--- config.mk ---
export PLATFORM = sky130hd
export DESIGN_NAME = host_if_queued
export DESIGN_NICKNAME = d
export VERILOG_FILES = /design/src/rtl/host_if_queued.sv
export SDC_FILE = /design/constraint.sdc
export NUM_CORES = 1
export LEC_CHECK = 0
export ABC_AREA = 1
export BUFFER_PORTS_ARGS = -buffer_cell sky130_fd_sc_hd__buf_4
export CORE_UTILIZATION = 30
export CTS_BUF_LIST = sky130_fd_sc_hd__clkbuf_4
export CTS_CLUSTER_SIZE = 30
export DETAILED_ROUTE_END_ITERATION = 7
export MAX_ROUTING_LAYER = met4
export PLACE_DENSITY = 0.54
export SLEW_MARGIN = 20
export SYNTH_ARGS = -nofsm -noshare
export SYNTH_HDL_FRONTEND = slang
export SYNTH_SLANG_ARGS = --single-unit
--- constraint.sdc ---
create_clock -name clk -period 2.35 [get_ports clk]
set_clock_uncertainty 0.15 [all_clocks]
set_input_delay 0 -clock clk [delete_from_list [all_inputs] [get_ports clk]]
set_output_delay 0 -clock clk [all_outputs]
set_load 0.1 [all_outputs]
--- src/rtl/host_if_queued.sv ---
// rtl/host_if_queued.sv - OPL3 host bus interface with queued, spaced register writes
//
// Decodes host chip-select/strobe accesses into address-latch writes, data writes
// (queued in a first-word-fall-through FIFO), status reads and diagnostic reads.
// Queued writes drain to the register file over a valid/ready port, with a
// programmable minimum number of clocks between successive transfers.
//
// Ports:
//   clk           rising-edge clock for all logic
//   ic_n          synchronous active-low reset
//   cs_n/rd_n/wr_n host strobes, active low, already synchronous to clk
//   address       bit 0 selects address/status (0) or data/diagnostic (1) port,
//                 bits [BANK_W:1] select the register bank
//   din           host write data
//   dout          registered host read data
//   status        chip status word returned by a status read
//   reg_wr_*      head-of-queue register write and its handshake
//   fifo_level    queue occupancy, 0..FIFO_DEPTH
//   overflow      sticky flag, set when a data write found the queue full
module host_if_queued #(
  parameter int DATA_WIDTH    = 8,
  parameter int NUM_BANKS     = 2,
  parameter int FIFO_DEPTH    = 16,
  parameter int WRITE_SPACING = 4,
  localparam int BANK_W       = (NUM_BANKS > 1) ? $clog2(NUM_BANKS) : 1,
  localparam int LVL_W        = $clog2(FIFO_DEPTH) + 1
) (
  input  logic                  clk,
  input  logic                  ic_n,
  input  logic                  cs_n,
  input  logic                  rd_n,
  input  logic                  wr_n,
  input  logic [BANK_W:0]       address,
  input  logic [DATA_WIDTH-1:0] din,
  output logic [DATA_WIDTH-1:0] dout,
  input  logic [DATA_WIDTH-1:0] status,
  output logic                  reg_wr_valid,
  input  logic                  reg_wr_ready,
  output logic [BANK_W-1:0]     reg_bank,
  output logic [DATA_WIDTH-1:0] reg_addr,
  output logic [DATA_WIDTH-1:0] reg_data,
  output logic [LVL_W-1:0]      fifo_level,
  output logic                  overflow
);

  localparam int PTR_W   = $clog2(FIFO_DEPTH);
  localparam int CNT_W   = (WRITE_SPACING > 1) ? $clog2(WRITE_SPACING) : 1;
  localparam int ENTRY_W = BANK_W + 2 * DATA_WIDTH;

  // Registered host inputs; strobes idle high out of reset so a cs_n held low
  // across reset release still produces exactly one access.
  logic                  r_cs_n;
  logic                  r_cs_n_d;
  logic                  r_rd_n;
  logic                  r_wr_n;
  logic [BANK_W:0]       r_address;
  logic [DATA_WIDTH-1:0] r_din;

  // Address latch shared by all following data writes.
  logic [BANK_W-1:0]     r_bank;
  logic [DATA_WIDTH-1:0] r_addr;

  logic [ENTRY_W-1:0]    r_mem [FIFO_DEPTH];
  logic [PTR_W-1:0]      r_wr_ptr;
  logic [PTR_W-1:0]      r_rd_ptr;
  logic [LVL_W-1:0]      r_level;
  logic [CNT_W-1:0]      r_cnt;
  logic                  r_overflow;
  logic [DATA_WIDTH-1:0] r_dout;

  logic                  w_access;
  logic                  w_is_wr;
  logic                  w_is_rd;
  logic                  w_port;
  logic [BANK_W-1:0]     w_bank_in;
  logic                  w_bank_ok;
  logic                  w_addr_wr;
  logic                  w_data_wr;
  logic                  w_stat_rd;
  logic                  w_diag_rd;
  logic                  w_full;
  logic                  w_empty;
  logic                  w_push;
  logic                  w_pop;
  logic                  w_valid;
  logic [ENTRY_W-1:0]    w_head;
  logic [DATA_WIDTH-1:0] w_diag;

  always_ff @(posedge clk) begin
    if (!ic_n) begin
      r_cs_n    <= 1'b1;
      r_cs_n_d  <= 1'b1;
      r_rd_n    <= 1'b1;
      r_wr_n    <= 1'b1;
      r_address <= '0;
      r_din     <= '0;
    end else begin
      r_cs_n    <= cs_n;
      r_cs_n_d  <= r_cs_n;
      r_rd_n    <= rd_n;
      r_wr_n    <= wr_n;
      r_address <= address;
      r_din     <= din;
    end
  end

  // One access per cs_n low period: only its first registered low cycle counts.
  assign w_access  = !r_cs_n && r_cs_n_d;
  assign w_is_wr   = w_access && !r_wr_n && r_rd_n;
  assign w_is_rd   = w_access && !r_rd_n && r_wr_n;
  assign w_port    = r_address[0];
  assign w_bank_in = r_address[BANK_W:1];
  assign w_bank_ok = {1'b0, w_bank_in} < (BANK_W + 1)'(NUM_BANKS);
  assign w_addr_wr = w_is_wr && !w_port;
  assign w_data_wr = w_is_wr && w_port;
  assign w_stat_rd = w_is_rd && !w_port;
  assign w_diag_rd = w_is_rd && w_port;

  assign w_full  = (r_level == LVL_W'(FIFO_DEPTH));
  assign w_empty = (r_level == '0);
  // Fullness is judged before any same-cycle pop, so a push into a full
  // queue is dropped even while the head is leaving.
  assign w_push  = w_data_wr && !w_full;
  assign w_valid = !w_empty && (r_cnt == '0);
  assign w_pop   = w_valid && reg_wr_ready;
  assign w_head  = r_mem[r_rd_ptr];

  always_comb begin
    w_diag                               = '0;
    w_diag[DATA_WIDTH-1]                 = r_overflow;
    w_diag[DATA_WIDTH-2]                 = w_full;
    w_diag[DATA_WIDTH-3 -: LVL_W]        = r_level;
  end

  always_ff @(posedge clk) begin
    if (!ic_n) begin
      r_bank <= '0;
      r_addr <= '0;
    end else if (w_addr_wr && w_bank_ok) begin
      r_bank <= w_bank_in;
      r_addr <= r_din;
    end
  end

  always_ff @(posedge clk) begin
    if (ic_n && w_push) begin
      r_mem[r_wr_ptr] <= {r_bank, r_addr, r_din};
    end
  end

  always_ff @(posedge clk) begin
    if (!ic_n) begin
      r_wr_ptr <= '0;
      r_rd_ptr <= '0;
      r_level  <= '0;
    end else begin
      if (w_push) begin
        r_wr_ptr <= r_wr_ptr + PTR_W'(1);
      end
      if (w_pop) begin
        r_rd_ptr <= r_rd_ptr + PTR_W'(1);
      end
      case ({w_push, w_pop})
        2'b10:   r_level <= r_level + LVL_W'(1);
        2'b01:   r_level <= r_level - LVL_W'(1);
        default: r_level <= r_level;
      endcase
    end
  end

  // Spacing counter runs only after a transfer; zero means the port may fire.
  always_ff @(posedge clk) begin
    if (!ic_n) begin
      r_cnt <= '0;
    end else if (w_pop) begin
      r_cnt <= CNT_W'(WRITE_SPACING - 1);
    end else if (r_cnt != '0) begin
      r_cnt <= r_cnt - CNT_W'(1);
    end
  end

  // A drop in the same cycle as a diagnostic read keeps the flag set.
  always_ff @(posedge clk) begin
    if (!ic_n) begin
      r_overflow <= 1'b0;
    end else if (w_data_wr && w_full) begin
      r_overflow <= 1'b1;
    end else if (w_diag_rd) begin
      r_overflow <= 1'b0;
    end
  end

  always_ff @(posedge clk) begin
    if (!ic_n) begin
      r_dout <= '0;
    end else if (w_stat_rd) begin
      r_dout <= status;
    end else if (w_diag_rd) begin
      r_dout <= w_diag;
    end
  end

  assign dout         = r_dout;
  assign reg_wr_valid = w_valid;
  assign reg_bank     = w_head[ENTRY_W-1 -: BANK_W];
  assign reg_addr     = w_head[2*DATA_WIDTH-1 -: DATA_WIDTH];
  assign reg_data     = w_head[DATA_WIDTH-1:0];
  assign fifo_level   = r_level;
  assign overflow     = r_overflow;

endmodule

==> results.toml, run 1 <==
[synthesis]
synth_top_cell_area_share_pct = 61.3
synth_fp_nets = 1201
ys_seq_area_share_pct = 69.0
ys_ff_latch = 323
netlist_area_um2 = 13300
synthCells = 1168
avgSynthCellArea_um2 = 11.4
synth.top_cells.by_area = "edfxtp_1, dfxtp_1, inv_1, nand2_1, nand3_1"
yosysTopAreaCell = "edfxtp_1"
ys_types = 28
ys_warn_count = 0

[die]
die_x_um = 213
num_io_pins = 56
initial_core_util_pct = 30.7
dieArea_um2 = 45300
die_y_um = 213
coreArea_um2 = 43500
row_count = 76

[outcome]
run_status = "finished, violations left"
violations = "setup timing"

[timing]
finalWorstSetupSlack_ns = -0.0875
finalSetupTns_ns = -1.04
setup_viol = 17
post-route-period-util_pct = 104
period_needed_ns = 2.44
tightest_slew_ns = 0.894
slew_headroom_pct = 40.3
hold_violations = 0
timing.fmax_mhz = 410
slew_violations = 0
rsz0062_at_grt = "true"

[cts]
cts.clk_slew.worst_paths_ns = 0.07
clockBufferDepth = 3
cts.htree.levels = 3
cts_tree = "yes"
cts.sink_count = 323
cts_buffers = 87
insertion_delay_ns = 0.74
root_buffer = "clkbuf_4"

[layout]
final-seq-area_um2 = 9220
nNetsFinal = 1413
layout_commonest_cell = "edfxtp_1"
post-route-util_pct = 40.5
n_fill_cell = 4190
multi_input_area_um2 = 3340
layout-area-overhead-vs-synth_pct = 32.0
layout-drive-gt1-share_pct = 24.8
mostFrequentLayoutCells = "edfxtp_1, inv_1, nand2_1"

[global_route]
grt_pass1_wl_um = 53600
grt_pass1_vias = 9384
grt_max_degree = 47
track_usage_pct = 16.4
grt.overflow.total = 0
antenna_found_initial = 1

[critical_path]
r2r_start = "fifo_level[3]"
endpoint_kind = "output port"
crit_path_start_kind = "register"
max_stage_delay_ns = 0.52
path_cells = "buf_12 -> clkbuf_16 -> o211ai_1 -> nand3_1 -> nand3_2 -> nand2_2 -> buf_12"
path_common_cell = "buf_12"
cp_max_fo = 8
crit_slowest_cell = "dfxtp_4"
arrival_ns = 2.29
path_buf_inv = 3
critPathKind = "reg -> out"
crit_family = "buffers and inverters"
critical_path_required_ns = 2.20

[hold_path]
min_from = "ic_n"
hold_path_class = "in -> reg"

[place]
post-dp-hpwl_um = 18900
gp_congestion = 0.790
numPortBuffers = 55
post-place-ws_ns = 0.141

[routing]
wl_um = 34900
vias = 9355
drc = 0
viasPerCell = 4.61
drt.antenna.violating_nets = 0
first_iter_violations = 634
dr.pass1.iters = 4
post_drt_wl_per_cell_um = 17.2

[pwr]
p_leak_nw = 6.62
p_per_area_nw_per_um2 = 934
ir_drop_v = 0.000788

[flow_run]
drv_cap = 0
## cells in the mapped netlist, drive strengths merged
| master | instances |
|---|---|
| nand3 | 129 |
| or2 | 3 |
| a21boi | 2 |
| dfxtp | 51 |
| nand4 | 3 |
| edfxtp | 272 |
| nor2 | 28 |
| xnor2 | 2 |
| o21ai | 76 |
| buf | 41 |
| a21oi | 93 |
| xor2 | 5 |
| ha | 9 |
| clkinv | 3 |
| nand2 | 178 |
| o211ai | 68 |
| clkbuf | 24 |
| inv | 181 |
## logic make-up after synthesis
logic type / after synthesis / share of synthesized area [%]
adders and majority gates: 9 / 0.845
DFF: 323 / 69.0
xor gates and xnor gates: 7 / 0.460
and+or+nand+nor: 341 / 11.0
buffers and inverters: 249 / 8.43
AOI/OAI and AO/OA: 239 / 10.3
## stage by stage
stage	cells	power [W]	cell area [um^2]	hold slack, ns
final	2029	0.0164	17600	0.0618
after global routing	2029	0.0172	17600	0.0244
after CTS	2023	0.0164	17400	0.00480
after detailed placement	1781	0.0100	14700	0.0441
after global placement	1781	0.00998	14700	0.0401
after floorplan	1168	0.00936	13400	-0.0524
## routing by layer
layer	global-route usage, %	vias up	wire (um)
met5	-	-	0
met4	5.48	0	699
met3	3.28	64	1610
met2	26.9	223	17300
met1	20.1	4549	15300
li1	-	4519	-
## flip-flops by register name, indices dropped and copies added (netlist names), named ones only
register / cells
r_rd_n: 1
r_din: 8
overflow: 1
r_address: 2
r_bank: 1
r_wr_ptr: 4
r_cs_n_d: 1
r_cnt: 2
r_addr: 8
fifo_level: 5
dout: 8
r_wr_n: 1
r_cs_n: 1
r_mem: 272
r_rd_ptr: 4
## cell type report
type | count | share of cell area, %
Multi-Input combinational cell | 596 | 19.0
Clock buffer | 135 | 5.76
Clock inverter | 17 | 0.619
Antenna cell | 1 | 0.0142
Sequential cell | 323 | 52.4
Tap cell | 585 | 4.16
Inverter | 184 | 3.93
Timing Repair Buffer | 188 | 14.1
## worst reg2reg max path, stage by stage (launching register included)
cell	delay [ns]
dfxtp_4	0.37
inv_1	0.08
nand4_1	0.14
nand3_2	0.09
inv_2	0.13
ha_4	0.19
inv_2	0.06
nand2_1	0.05
nand2_1	0.06
ha_1	0.18
inv_1	0.05
nand2_1	0.08
nand3_1	0.11
nand2_1	0.06
nand2_1	0.06
nand3_1	0.06
nand2_1	0.06
inv_1	0.04
## worst paths after layout
path	slack [ns]	depth (start not counted)	endpoint
max	-0.09	7	reg_data[1]
min reg2reg	0.28	2	r_cs_n_d
max reg2reg	0.24	17	fifo_level[4]
min	0.06	4	fifo_level[1]
## where the power goes
group | total, W | internal [W] | switching [W]
logic | 0.00497 | 0.00201 | 0.00297
registers | 0.00642 | 0.00626 | 0.000157
clock network | 0.00503 | 0.00271 | 0.00232
## what timing repair did
item,4_1_cts,5_1_grt
hold buffers,71,0
endpoints found under the hold margin,311,0
resized for setup,124,25
endpoints found under the setup margin,17,20
pin swaps,31,27
setup buffers,8,1
cloned,11,4
Note: power is estimated with default switching activity, not from simulation.
==> run 2, diff against run 1 <==
BUFFER_PORTS_ARGS = not set   (was -buffer_cell sky130_fd_sc_hd__buf_4)
CORE_ASPECT_RATIO = 1.75   (was not set)
DONT_BUFFER_PORTS = 1   (was not set)
PLACE_DENSITY = 0.53   (was 0.54)
==> run 2 against run 1 <==
Against the previous run:
- the run still ends with setup timing left
- core utilization decreased by 2.1 points
- first-iteration DRC count decreased by 29%
- setup slack got worse by 0.026 ns
- via count decreased by 3.3%
- sequential cell count unchanged
- final area decreased by 5.0%
- combinational power decreased by 1%
- clock-buffer cell count decreased by 34
- sequential share of layout area increased by 2.8 points
- largest power group unchanged
==> results.toml, run 2 (same netlist as run 1, synthesis figures left out) <==
[routing]
viasPerCell = 4.65
post_drt_wl_per_cell_um = 17.9
wl_um = 34800
dr.pass1.iters = 5
drc = 0
vias = 9042
first_iter_violations = 447
drt.antenna.violating_nets = 0

[timing]
setup_viol = 17
slew_headroom_pct = 42.5
finalSetupTns_ns = -0.913
rsz0062_at_grt = "true"
post-route-period-util_pct = 105
timing.fmax_mhz = 406
hold_violations = 0
period_needed_ns = 2.46
tightest_slew_ns = 0.862
finalWorstSetupSlack_ns = -0.114
slew_violations = 0

[pwr]
p_per_area_nw_per_um2 = 927
p_total_w = 0.0155
pwr-share-comb_pct = 31.7
ir_drop_v = 0.000721
p_int_w = 0.0103
p_seq_share_pct = 40.8
p_leak_nw = 6.23
switchingPower_w = 0.00522
swShare_pct = 33.7
clockPowerShare_pct = 27.5

[layout]
regMostFlops = "r_mem"
nNetsFinal = 1359
mostFrequentLayoutCells = "edfxtp_1, inv_1, nand2_1"
layout-area-overhead-vs-synth_pct = 25.4
layout_commonest_cell = "edfxtp_1"
layout-drive-gt1-share_pct = 21.3
fin_cells = 1943
largest_reg_flops = 272

[cts]
cts.clk_slew.worst_paths_ns = 0.07
cts.sink_count = 323
clockBufferDepth = 3
cts_tree = "yes"
cts.htree.levels = 3
cts_buffers = 72
insertion_delay_ns = 0.72
root_buffer = "clkbuf_4"

[critical_path]
path_common_cell = "buf_12"
critical_path_required_ns = 2.20
rrSetupSlack_ns = 0.20
cp.depth = 10
arrival_ns = 2.31
reg2reg_to = "fifo_level[2]"
cp_max_fo = 6
critPathKind = "reg -> out"
crit_family = "buffers and inverters"
path_buf_inv = 5
crit_path_start_kind = "register"
r2r_start = "r_wr_n"
endpoint = "reg_data[5]"
crit_slowest_cell = "dfxtp_4"
max_stage_delay_ns = 0.36
endpoint_kind = "output port"
reg2regPathDepth = 16
path_cells = "buf_12 -> buf_16 -> buf_12 -> buf_16 -> a21oi_1 -> o21ai_1 -> nand3_1 -> nand3_1 -> nand2_2 -> buf_12"

[die]
initial_core_util_pct = 30.6
die_y_um = 281
dieArea_um2 = 45300
row_count = 101
num_io_pins = 56
die_x_um = 161
coreArea_um2 = 43600

[outcome]
violations = "setup timing"
run_status = "finished, violations left"

[place]
placed_cells = 1752
gp_congestion = 0.797
numPortBuffers = 0
post-dp-hpwl_um = 20600
post-place-ws_ns = 0.108

[global_route]
track_usage_pct = 16.1
antenna_found_initial = 1
grt_pass1_wl_um = 52500
grt_max_degree = 62
grt.overflow.total = 0
grt_pass1_vias = 9340

[flow_run]
drv_cap = 0

[hold_path]
hold_path_class = "in -> reg"
## run 2: worst min-delay path by stage
stage,startpoint,to,slack (ns),cells after the start
after floorplan,address[0],r_address[0],-0.05,2
after global routing,ic_n,r_cs_n_d,0.12,3
after CTS,rd_n,r_rd_n,0.18,3
final,ic_n,r_cs_n_d,0.16,3
after global placement,ic_n,r_cs_n_d,-0.07,1
after detailed placement,ic_n,r_cs_n_d,-0.06,1
## run 2: worst reg2reg max path, stage by stage (launching register included)
cell      delay (ns)
dfxtp_1         0.33
inv_1           0.04
nand2_1         0.06
nor2_2          0.04
nand2_1         0.05
clkinv_1        0.13
nand2_2         0.10
ha_2            0.24
inv_2           0.07
nand2_1         0.08
nand2_2         0.07
ha_1            0.18
inv_1           0.05
nand2_1         0.08
xor2_1          0.17
o21ai_0         0.14
inv_1           0.05
## run 2: through the flow
step | cell area, um^2 | utilization (%) | hold WS [ns]
after global placement | 14700 | 33.8 | -0.0709
after detailed placement | 14700 | 33.8 | -0.0613
after CTS | 16500 | 37.9 | 0.181
after floorplan | 13400 | - | -0.0524
after global routing | 16700 | 38.3 | 0.119
final | 16700 | 38.3 | 0.156
## run 2: what timing repair did
| item | in CTS | in global routing |
|---|---|---|
| cloned | 8 | 4 |
| hold buffers | 46 | 1 |
| hold endpoints to repair | 323 | 12 |
| pin swaps | 31 | 19 |
| buffers inserted | 7 | 0 |
| endpoints found under the setup margin | 17 | 19 |
| resized for setup | 52 | 29 |
## run 2: area by class of cell
cell class | instances | area [um^2]
fillers | 4197 | 26900
flip-flops and latches | 323 | 9220
multi-input cells | 596 | 3230
repair buffers | 149 | 1980
clock buffers | 101 | 758
well taps | 566 | 708
inverters | 184 | 692
clock inverters | 23 | 121
diodes | 1 | 2.50
## run 2: power by group through the flow
stage / Sequential (W) / Combinational [W] / Clock (W)
after global placement: 0.00646 / 0.00382 / 0
after CTS: 0.00632 / 0.00473 / 0.00441
after floorplan: 0.00664 / 0.00272 / 0
after global routing: 0.00633 / 0.00524 / 0.00462
after detailed placement: 0.00646 / 0.00385 / 0
final: 0.00632 / 0.00491 / 0.00426
## run 2: routing by layer
metal / up-vias / GRT usage (%) / part of all wire (%)
met3: 70 / 2.86 / 3.7
met1: 4363 / 15.3 / 36
met4: 0 / 8.03 / 3.4
li1: 4384 / - / -
met5: - / - / 0
met2: 225 / 30.6 / 57
